### src/rtl/wb_timer.sv
// wb_timer: Wishbone-attached down-counting timer with prescaler,
// auto-reload and a level interrupt.
`timescale 1ns/1ps
module wb_timer #(
    parameter int unsigned PRESCALE_W = 8,
    parameter logic [31:0] RST_LOAD   = 32'h0000_0000
) (
    input  logic        i_clk,
    input  logic        i_arst_n,
    input  logic        i_wb_we,
    input  logic [3:0]  i_wb_sel,
    input  logic [31:0] i_wb_adr,
    input  logic [31:0] i_wb_dat,
    input  logic        i_wb_cyc,
    input  logic        i_wb_stb,
    output logic [31:0] o_wb_dat,
    output logic        o_wb_ack,
    output logic        o_irq
);

    localparam logic [1:0] A_CTRL   = 2'd0;
    localparam logic [1:0] A_LOAD   = 2'd1;
    localparam logic [1:0] A_COUNT  = 2'd2;
    localparam logic [1:0] A_STATUS = 2'd3;

    logic                  r_ack;
    logic [31:0]           r_dat;
    logic                  r_en;
    logic                  r_auto;
    logic                  r_irq_en;
    logic [PRESCALE_W-1:0] r_prescale;
    logic [PRESCALE_W-1:0] r_pcnt;
    logic [31:0]           r_load;
    logic [31:0]           r_count;
    logic                  r_expired;

    logic                  w_req;
    logic                  w_wr;
    logic                  w_wr_ctrl;
    logic                  w_wr_load;
    logic                  w_wr_count;
    logic                  w_wr_status;
    logic [31:0]           w_mask;
    logic [31:0]           w_ctrl_rd;
    logic [31:0]           w_rd_mux;
    logic                  w_tick;
    logic                  w_expire;
    logic                  w_en_nx;
    logic                  w_auto_nx;
    logic                  w_irq_en_nx;
    logic [PRESCALE_W-1:0] w_pre_nx;
    logic [PRESCALE_W-1:0] w_pcnt_nx;
    logic [31:0]           w_load_nx;
    logic [31:0]           w_count_nx;
    logic                  w_exp_nx;
    logic                  w_unused;

    assign w_unused = ^{i_wb_adr[31:4], i_wb_adr[1:0]};

    assign w_req  = i_wb_cyc & i_wb_stb & ~r_ack;
    // A write with no byte selected is acked but touches no state.
    assign w_wr   = w_req & i_wb_we & (|i_wb_sel);
    assign w_mask = {{8{i_wb_sel[3]}}, {8{i_wb_sel[2]}},
                     {8{i_wb_sel[1]}}, {8{i_wb_sel[0]}}};

    assign w_wr_ctrl   = w_wr & (i_wb_adr[3:2] == A_CTRL);
    assign w_wr_load   = w_wr & (i_wb_adr[3:2] == A_LOAD);
    assign w_wr_count  = w_wr & (i_wb_adr[3:2] == A_COUNT);
    assign w_wr_status = w_wr & (i_wb_adr[3:2] == A_STATUS);

    assign w_tick   = r_en & (r_pcnt == r_prescale);
    assign w_expire = w_tick & (r_count == 32'd0);

    assign o_irq    = r_expired & r_irq_en;
    assign o_wb_ack = r_ack;
    assign o_wb_dat = r_dat;

    // Assemble CTRL read view and select the read data word.
    always_comb begin
        w_ctrl_rd = 32'd0;
        w_ctrl_rd[0] = r_en;
        w_ctrl_rd[1] = r_auto;
        w_ctrl_rd[2] = r_irq_en;
        w_ctrl_rd[8 +: PRESCALE_W] = r_prescale;
        case (i_wb_adr[3:2])
            A_CTRL:  w_rd_mux = w_ctrl_rd;
            A_LOAD:  w_rd_mux = r_load;
            A_COUNT: w_rd_mux = r_count;
            default: w_rd_mux = {31'd0, r_expired};
        endcase
    end

    // Next-state of timer registers; bus writes override timer events.
    always_comb begin
        w_en_nx     = r_en;
        w_auto_nx   = r_auto;
        w_irq_en_nx = r_irq_en;
        w_pre_nx    = r_prescale;
        w_load_nx   = r_load;
        w_count_nx  = r_count;
        w_exp_nx    = r_expired;
        w_pcnt_nx   = r_pcnt;

        if (w_expire && !r_auto) w_en_nx = 1'b0;
        if (w_wr_ctrl) begin
            if (i_wb_sel[0]) begin
                w_en_nx     = i_wb_dat[0];
                w_auto_nx   = i_wb_dat[1];
                w_irq_en_nx = i_wb_dat[2];
            end
            for (int b = 0; b < PRESCALE_W; b++) begin
                if (w_mask[8+b]) w_pre_nx[b] = i_wb_dat[8+b];
            end
        end

        if (w_wr_load)
            w_load_nx = (r_load & ~w_mask) | (i_wb_dat & w_mask);

        if (w_wr_count)
            w_count_nx = (r_count & ~w_mask) | (i_wb_dat & w_mask);
        else if (w_tick) begin
            if (r_count != 32'd0) w_count_nx = r_count - 32'd1;
            else if (r_auto)      w_count_nx = r_load;
            else                  w_count_nx = 32'd0;
        end

        if (w_expire)
            w_exp_nx = 1'b1;
        else if (w_wr_status && i_wb_sel[0] && i_wb_dat[0])
            w_exp_nx = 1'b0;

        // Counter is parked at 0 whenever EN is, or will be, low.
        if (!r_en || !w_en_nx || w_tick) w_pcnt_nx = '0;
        else                              w_pcnt_nx = r_pcnt + 1'b1;
    end

    // Bus response: one-cycle ack pulse, read data captured on reads.
    always_ff @(posedge i_clk or negedge i_arst_n) begin
        if (!i_arst_n) begin
            r_ack <= 1'b0;
            r_dat <= 32'd0;
        end else begin
            r_ack <= i_wb_cyc & i_wb_stb & ~r_ack;
            if (w_req && !i_wb_we) r_dat <= w_rd_mux;
        end
    end

    // Timer state registers.
    always_ff @(posedge i_clk or negedge i_arst_n) begin
        if (!i_arst_n) begin
            r_en       <= 1'b0;
            r_auto     <= 1'b0;
            r_irq_en   <= 1'b0;
            r_prescale <= '0;
            r_pcnt     <= '0;
            r_load     <= RST_LOAD;
            r_count    <= 32'd0;
            r_expired  <= 1'b0;
        end else begin
            r_en       <= w_en_nx;
            r_auto     <= w_auto_nx;
            r_irq_en   <= w_irq_en_nx;
            r_prescale <= w_pre_nx;
            r_pcnt     <= w_pcnt_nx;
            r_load     <= w_load_nx;
            r_count    <= w_count_nx;
            r_expired  <= w_exp_nx;
        end
    end

endmodule

### config.mk
export PLATFORM = sky130hd
export DESIGN_NAME = wb_timer
export DESIGN_NICKNAME = d
export VERILOG_FILES = /design/src/rtl/wb_timer.sv
export SDC_FILE = /design/constraint.sdc
export NUM_CORES = 1
export LEC_CHECK = 0
export CORE_UTILIZATION = 55
export DETAILED_ROUTE_END_ITERATION = 16
export PLACE_DENSITY = 0.83
export SLEW_MARGIN = 25
export SYNTH_ARGS = -nofsm -noshare
export SYNTH_HDL_FRONTEND = slang
export SYNTH_SLANG_ARGS = --single-unit
export TNS_END_PERCENT = 1
### constraint.sdc
create_clock -name i_clk -period 3.8 [get_ports i_clk]
set_input_delay 0.76 -clock i_clk [delete_from_list [all_inputs] [get_ports i_clk]]
set_output_delay 0.76 -clock i_clk [all_outputs]
set_load 0.02 [all_outputs]
# Word level (Yosys, flattened, before mapping)
# Cells that the tools add are included.
[classes] n_addsub=2 n_eq_ne=4 muxes=11 n_bitwise=18 reduce_logical=18
[op_table] op="$mux W32" count=4
[op_table] op="$and A32 B32 Y32" count=3
[op_table] op="$pmux W32 S3" count=1
[op_table] op="$or A32 B32 Y32" count=2
[op_table] op="$logic_not A32 Y1" count=1
[op_table] op="$not A32 Y32" count=1
[op_table] op="$reduce_bool A32 Y1" count=1
[op_table] op="$sub A32 B1 Y32 const B" count=1
[op_table] op="$and A1 B1 Y1" count=11
[op_table] op="$add A8 B1 Y8 const B" count=1
[op_table] op="$eq A8 B8 Y1" count=1
[op_table] op="$mux W8" count=1
[op_table] op="$mux W1" count=5
[op_table] op="$eq A2 B2 Y1 const B" count=2
[op_table] op="$logic_and A1 B1 Y1" count=4
[op_table] op="$logic_not A1 Y1" count=4
[op_table] op="$reduce_and A2 Y1" count=2
[op_table] op="$reduce_bool A2 Y1" count=2
[op_table] op="$reduce_or A4 Y1" count=1
[op_table] op="$eq A2 B1 Y1 const B" count=1
[op_table] op="$logic_not A2 Y1" count=1
[op_table] op="$logic_or A1 B1 Y1" count=2
[op_table] op="$not A1 Y1" count=1
[word_totals] reg_bits=117 in_bits=73 out_inout_bits=34 wordCells=63

# Longest topological paths before layout
# Gate-level depths: netlist (run 1).
[depth] word_depth=11 ltp_mapped=9 ltp_nobuf=8

# Least setup slack after synthesis (run 1)
# Ideal clock, no wire load.
[synth_timing] kind="register to register" start="register (tool-made name)" end="register (tool-made name)" setup_time_ns=0.073 arrival_time_ns=2.538 t_required_ns=3.727 setup_slack_ns=1.189 path_stages_with_launch=10 n_path_buf=1 period_less_slack_ns=2.611 cell_sequence="dfrtp_1 > inv_1 > ha_1 > or4b_4 > or3_1 > buf_6 > or4_4 > xor2_1 > a211o_1 > a21oi_2"

==> key figures, run 1 <==
Placed design
  • Detail Placement HPWL: around 11,000 um
  • Gpl congestion: roughly 0.91
  • Port bufs: between 70 and 80
  • Area of placed instances: slightly above 0.007 mm2
  • Placed instance count: around 840
  • Worst slack, placed: between 400 and 500 ps

Synth
  • Syn Area/Cell: ~9.6 um2
  • Register bit count reported by yosys: 117
  • Post-Syn Area: just over 0.006 mm2
  • Post-synth EDFFs: 0
  • Cells after Synth: 643
  • Synth cell types: 54
  • Async SR Flop Fraction: 100.0%
  • Register area share after synthesis: between 40 and 50%
  • Syn Nets: 719
  • Ys Warns: 0
  • Most common flop cell mapped by yosys: dfrtp_1

Global routing
  • GRT Residual Overflow: 0
  • Initial antenna violation count: 0
  • Largest net degree at the start of global routing: 60
  • First-pass GRT wire length: 27,880 um
  • GRT Util Overall: between 30% and 40%
  • Vias in the first global route: about 5,500

Worst setup path
  • R2R depth: 8
  • Required @ worst endpoint: between 4000 and 5000 ps
  • Crit-path max FO: 9
  • R2r setup slk: 750 ps
  • Arrival @ worst endpoint: 3510 ps
  • Setup crit end kind: flop
  • Critical Path Start Type: flop
  • Crit Path Category: flop to flop

Clock tree
  • Clock Latency Late Sink: ~530 ps
  • Hold-fix buffers, CTS: 0
  • CTS Buf Count: 17
  • Maximum clock path buffer count: 2
  • H-tree depth: 4
  • Resized cells post-CTS: 0
  • Clk sinks: 117
  • Post-CTS Setup Bufs: 0
  • TritonCTS clock tree: yes
  • Clk Tree Root Cell: clkbuf_8
  • Clock-pin slew on the worst setup and hold paths: roughly 60 ps

Finish
  • Area of the multi-input gates: between 0.003 and 0.004 mm2
  • # nets final: around 790
  • N_diodes: 0
  • Layout cells sized above 1: between 10 and 15%
  • Sequential cell area: just under 0.003 mm2
  • Final core occ: between 70% and 80%
  • Non-filler instance count after layout: slightly below 900
  • Fillers: between 800 and 900
  • Synth-to-layout area growth: 25.01%
  • Final instance area: 0.007724 mm2

Timing
  • Period minus WS final: ~3000 ps
  • Final Hold Fails: 0
  • Final Max Tran Viols: 0
  • Worst-margin pin slew: between 700 and 800 ps
  • F_max: 328.0 MHz
  • Worst setup margin: ~750 ps
  • Setup_tns: 0 ps
  • Number of setup violations in the final report: 0
  • Min Hold Slack: around 300 ps
  • RSZ-0062 raised after global routing: no
  • Worst rel slew slack: about 50%
  • Clk_skew: about 11 ps
  • Period utilization: 80.23%

Power
  • Pwr Density: roughly 610 mW/mm2
  • Leakage: ~3.2 nW
  • Max VDD drop: 0.0003029 V
  • Pwr Total: approximately 4.7 mW

Die
  • Starting Density: 56.75%
  • Die area: between 0.01 and 0.015 mm2
  • Area of the core: around 0.011 mm2
  • Die X: 108.0 um
  • Die Y: 108.0 um
  • IO Pins: roughly 110
  • Row Count: 38

Detailed routing
  • DR WL/cell: slightly below 20 um
  • Drt total wl: 17,230 um
  • Router iterations before antenna repair: 5
  • Final ANT Viol Nets: 0
  • Post-route DRC: 0
  • Vias per inst: 6.476
  • Via count: between 5,000 and 6,000
  • Initial DRC Count: between 600 and 700

Min path
  • HP Class: primary input to async pin

Outcome
  • Status: complete, no violations

Run
  • Max cap viols: 0
==> logic make-up after synthesis <==
logic type	share of synthesized area, %
muxes	9.802
xor gates and xnor gates	4.253
and+or+nand+nor	16.20
adders and majority gates	0.6076
AOI/OAI and AO/OA	18.96
DFF	47.39
buffers and inverters	2.795
==> cell usage after synthesis (all sizes together), types with 2 or more instances <==
master   number  area share, %
a211o         5           0.71
a211oi        4           0.49
a21o          2           0.24
a21oi        82            6.7
a22oi        24            2.9
a311oi        6           0.85
a31o          2           0.28
a31oi        10            1.0
and2          4           0.40
and3          4           0.40
and4          4           0.57
buf           5           0.49
clkbuf       32            1.9
dfrtp       117             47
ha            3           0.61
inv           6           0.36
mux2         42            7.7
mux2i        11            1.8
nand2        40            2.4
nand2b        3           0.30
nand3        10           0.81
nand4         8           0.81
nand4b        2           0.28
nor2         78            4.7
nor2b         3           0.30
nor3         13            1.1
nor3b         4           0.57
nor4         15            1.7
o211ai        3           0.36
o21ai        33            2.7
o22ai        13            1.3
o2bb2ai       2           0.28
o31ai         3           0.36
or2           4           0.40
or3           5           0.51
or4           2           0.30
xnor2        16            2.3
xor2         14            2.0
==> path summary, 6_finish.rpt <==
path | startpoint | endpoint
hold reg to reg | o_wb_ack$_DFF_PN0_ | o_wb_ack$_DFF_PN0_
setup / recovery | flop | flop
max in group asynchronous | i_arst_n | r_auto$_DFFE_PN0P_
setup reg to reg | flop | flop
hold / removal | i_arst_n | o_wb_dat[27]$_DFFE_PN0P_
min in group i_clk | o_wb_ack$_DFF_PN0_ | o_wb_ack$_DFF_PN0_
==> cell usage in the layout (no fill, tap or decap), drive strengths merged, types with 6 or more instances in the layout <==
cell type | synthesis | layout
a21oi | 82 | 82
a22oi | 24 | 24
a311oi | 6 | 6
a31oi | 10 | 10
buf | 5 | 17
clkbuf | 32 | 22
clkdlybuf4s50 | 0 | 75
dfrtp | 117 | 117
inv | 6 | 6
mux2 | 42 | 42
mux2i | 11 | 11
nand2 | 40 | 40
nand3 | 10 | 10
nand4 | 8 | 8
nor2 | 78 | 78
nor3 | 13 | 13
nor4 | 15 | 15
o21ai | 33 | 33
o22ai | 13 | 13
xnor2 | 16 | 16
xor2 | 14 | 14
==> critical path, stage by stage, from the launching register on <==
cell and delay (ps):
dfrtp_1 440, inv_1 110, ha_1 280, or4b_4 530
or3_1 540, or4_4 500, xor2_1 160, a211o_1 310
a21oi_2 110
==> layer usage <==
metal	global-route usage, %	wire length [um]	share of wire (%)
met1	39.80	6955	40
met2	50.41	8269	48
met3	6.088	1254	7.3
met4	16.83	748	4.3
met5	0	0	0
==> report_power, final <==
group | internal, mW | switching (mW) | leakage, nW
Sequential | 1.53 | 0.347 | 1.43
Combinational | 0.574 | 0.572 | 1.50
Clock | 1.09 | 0.563 | 0.299
Total | 3.20 | 1.48 | 3.23
==> cell type report <==
cell class	count	share of cell area, %
Tap cell	140	2.268
Timing Repair Buffer	92	11.53
Clock buffer	22	5.864
Sequential cell	117	37.92
Multi-Input combinational cell	483	40.14
Clock inverter	10	1.976
Inverter	6	0.2916
Power figures use the tool's default switching activity.
==> run 2: changes to the inputs <==
Settings changed: CORE_UTILIZATION 55 to 53, PLACE_DENSITY 0.83 to 0.8.
Clock period 3.8 ns to 3 ns, I/O delays scaled along.
==> key figures, run 2 (synthesis gave the netlist of run 1 again) <==
Global routing
  • GRT Util Overall: 30.27% (-1.0 points)
  • Largest net degree at the start of global routing: 63 (+5.0%)
  • Vias in the first global route: 5,462 (-0.51%)
  • GRT Residual Overflow: 0 (unchanged)
  • Initial antenna violation count: 0 (unchanged)
  • First-pass GRT wire length: 27,440 um (-1.6%)

Worst setup path
  • Slowest CP cell: or4b_4
  • R2R depth: 9 (+1)
  • Arrival @ worst endpoint: 3080 ps (-430 ps)
  • Required @ worst endpoint: 3330 ps (-930 ps)
  • Crit-path cells: inv_1, ha_1, or4b_4, or3_1, buf_4, nor4_1, xor2_1, nor2_1, o31ai_1
  • Critical Path Start Type: flop
  • Crit-path max FO: 8 (-1)
  • CP peak stage delay: 490 ps (-50 ps)
  • R2r setup slk: 250 ps (-500 ps)
  • Crit Path Category: flop to flop
  • Setup crit end kind: flop

Die
  • Die X: 110.0 um (+1.8%)
  • IO Pins: 107 (unchanged)
  • Row Count: 39 (+2.6%)
  • Die Y: 110.0 um (+1.8%)
  • Starting Density: 54.34% (-2.4 points)
  • Area of the core: 0.01137 mm2 (+4.4%)
  • Die area: 0.01209 mm2 (+3.7%)

Power
  • Pwr Total: 6.053 mW (+29%)
  • Sequential power share: 39.3% (-0.8 points)
  • Pwr Density: 765.9 mW/mm2 (+26%)
  • Combinational share of power: 24.4% (about the same)
  • Sw frac: 30.88% (-0.80 points)
  • Leakage: 3.338 nW (+3.2%)
  • Clock power share: 36.2% (+0.8 points)
  • Max VDD drop: 0.0007020 V (+130%)
  • Pint: 4.184 mW (+31%)
  • Psw: 1.869 mW (+26%)

Timing
  • Number of setup violations in the final report: 0 (unchanged)
  • RSZ-0062 raised after global routing: no
  • Min Hold Slack: 215.7 ps (-85.17 ps)
  • Period utilization: 91.75% (+12 points)
  • Final Max Tran Viols: 0 (unchanged)
  • F_max: 363.3 MHz (+11%)
  • Clk_skew: 6.441 ps (-4.226 ps)
  • Setup_tns: 0 ps (unchanged)
  • Period minus WS final: 2752 ps (-296.3 ps)
  • Worst-margin pin slew: 860.5 ps (+96.44 ps)
  • Final Hold Fails: 0 (unchanged)
  • Worst rel slew slack: 42.10% (-7.0 points)

Placed design
  • Placed instance count: 858 (+2.4%)
  • Detail Placement HPWL: 11,910 um (+4.7%)
  • Gpl congestion: 0.9442 (+3.3%)
  • Area of placed instances: 0.007261 mm2 (+2.0%)
  • Port bufs: 76 (unchanged)

Clock tree
  • TritonCTS clock tree: yes
  • Clock Latency Late Sink: 420 ps (-110 ps)
  • H-tree depth: 4 (unchanged)
  • Hold-fix buffers, CTS: 0 (unchanged)
  • Maximum clock path buffer count: 2 (unchanged)
  • Post-CTS Setup Bufs: 0 (unchanged)
  • Clk sinks: 117 (unchanged)
  • Clk Tree Root Cell: clkbuf_16
  • Resized cells post-CTS: 0 (unchanged)
  • CTS Buf Count: 17 (unchanged)
  • Clock-pin slew on the worst setup and hold paths: 50 ps (about the same)

Finish
  • Commonest cells after routing, fill and taps aside: 116 x dfrtp_1, 81 x a21oi_1, 78 x nor2_1, 75 x clkdlybuf4s50_1, 42 x mux2_2
  • Non-filler instance count after layout: 889 (+2.2%)
  • Commonest non-fill, non-tap cell in the layout: dfrtp_1
  • Fillers: 879 (+4.5%)
  • Synth-to-layout area growth: 27.93%
  • # nets final: 810 (+2.1%)
  • Final instance area: 0.007904 mm2 (+2.3%)
  • N_diodes: 0 (unchanged)
  • Layout cells sized above 1: 16.89% (+2.2 points)

Detailed routing
  • Final ANT Viol Nets: 0 (unchanged)
  • Router iterations before antenna repair: 5 (unchanged)
  • Via count: 5,645 (+0.20%)
  • DR WL/cell: 19.24 um (-2.8%)
  • Post-route DRC: 0 (unchanged)
  • Vias per inst: 6.350 (-1.9%)
  • Initial DRC Count: 447 (-32%)
  • Drt total wl: 17,110 um (-0.70%)

Outcome
  • Status: complete, no violations

Run
  • Max cap viols: 0 (unchanged)

Min path
  • HP Class: primary input to async pin
[run 2: worst max path at each step]
stage	from	endpoint	slack [ps]	cells after the start
floorplan	flop	flop	390	9
global placement	i_wb_sel[1]	flop	230	9
detailed placement	i_wb_we	flop	170	7
CTS	flop	flop	270	9
global route	flop	flop	140	6
finish	flop	flop	250	9
[run 2: metrics by stage]
| step | worst slack, ps | util [%] |
|---|---|---|
| global placement | 225.1 | 63.86 |
| floorplan | 388.9 | - |
| global route | 142.5 | 69.52 |
| CTS | 272.8 | 69.51 |
| finish | 247.6 | 69.52 |
| detailed placement | 170.7 | 63.86 |
[run 2: layout make-up]
type                       instances  area [um2]  area share, %
clock buffer                      22       494.2          6.253
clock inverter                     9       147.6          1.868
inverter                           6       22.52         0.2849
multi-input combinational        483        3100          39.23
sequential                       117        2929          37.06
tap                              143       178.9          2.264
timing repair buffer             109        1031          13.04
[run 2: per-layer routing]
metal / track usage [%] / wire [um] / vias to the layer above
met5: 0 / 0 / -
met4: 16.67 / 656 / 0
met3: 6.114 / 1093 / 52
met2: 49.24 / 8356 / 269
met1: 37.87 / 7002 / 2758
li1: - / - / 2566
[run 2: power groups by stage]
stage | logic (mW) | registers (mW) | clock network (mW)
after global routing | 1.63 | 2.43 | 2.28
after floorplan | 0.830 | 2.36 | 0
after detailed placement | 1.47 | 2.38 | 0
after CTS | 1.48 | 2.36 | 2.22
final | 1.48 | 2.38 | 2.19
after global placement | 1.42 | 2.36 | 0
[run 2: worst max-delay path, delay by kind of cell (launching register included)]
family                     cells  cell delay (ps)
AOI/OAI and AO/OA              1              210
xor gates and xnor gates       1              180
adders and majority gates      1              190
buffers and inverters          2              300
DFF                            1              440
and+or+nand+nor                4             1330
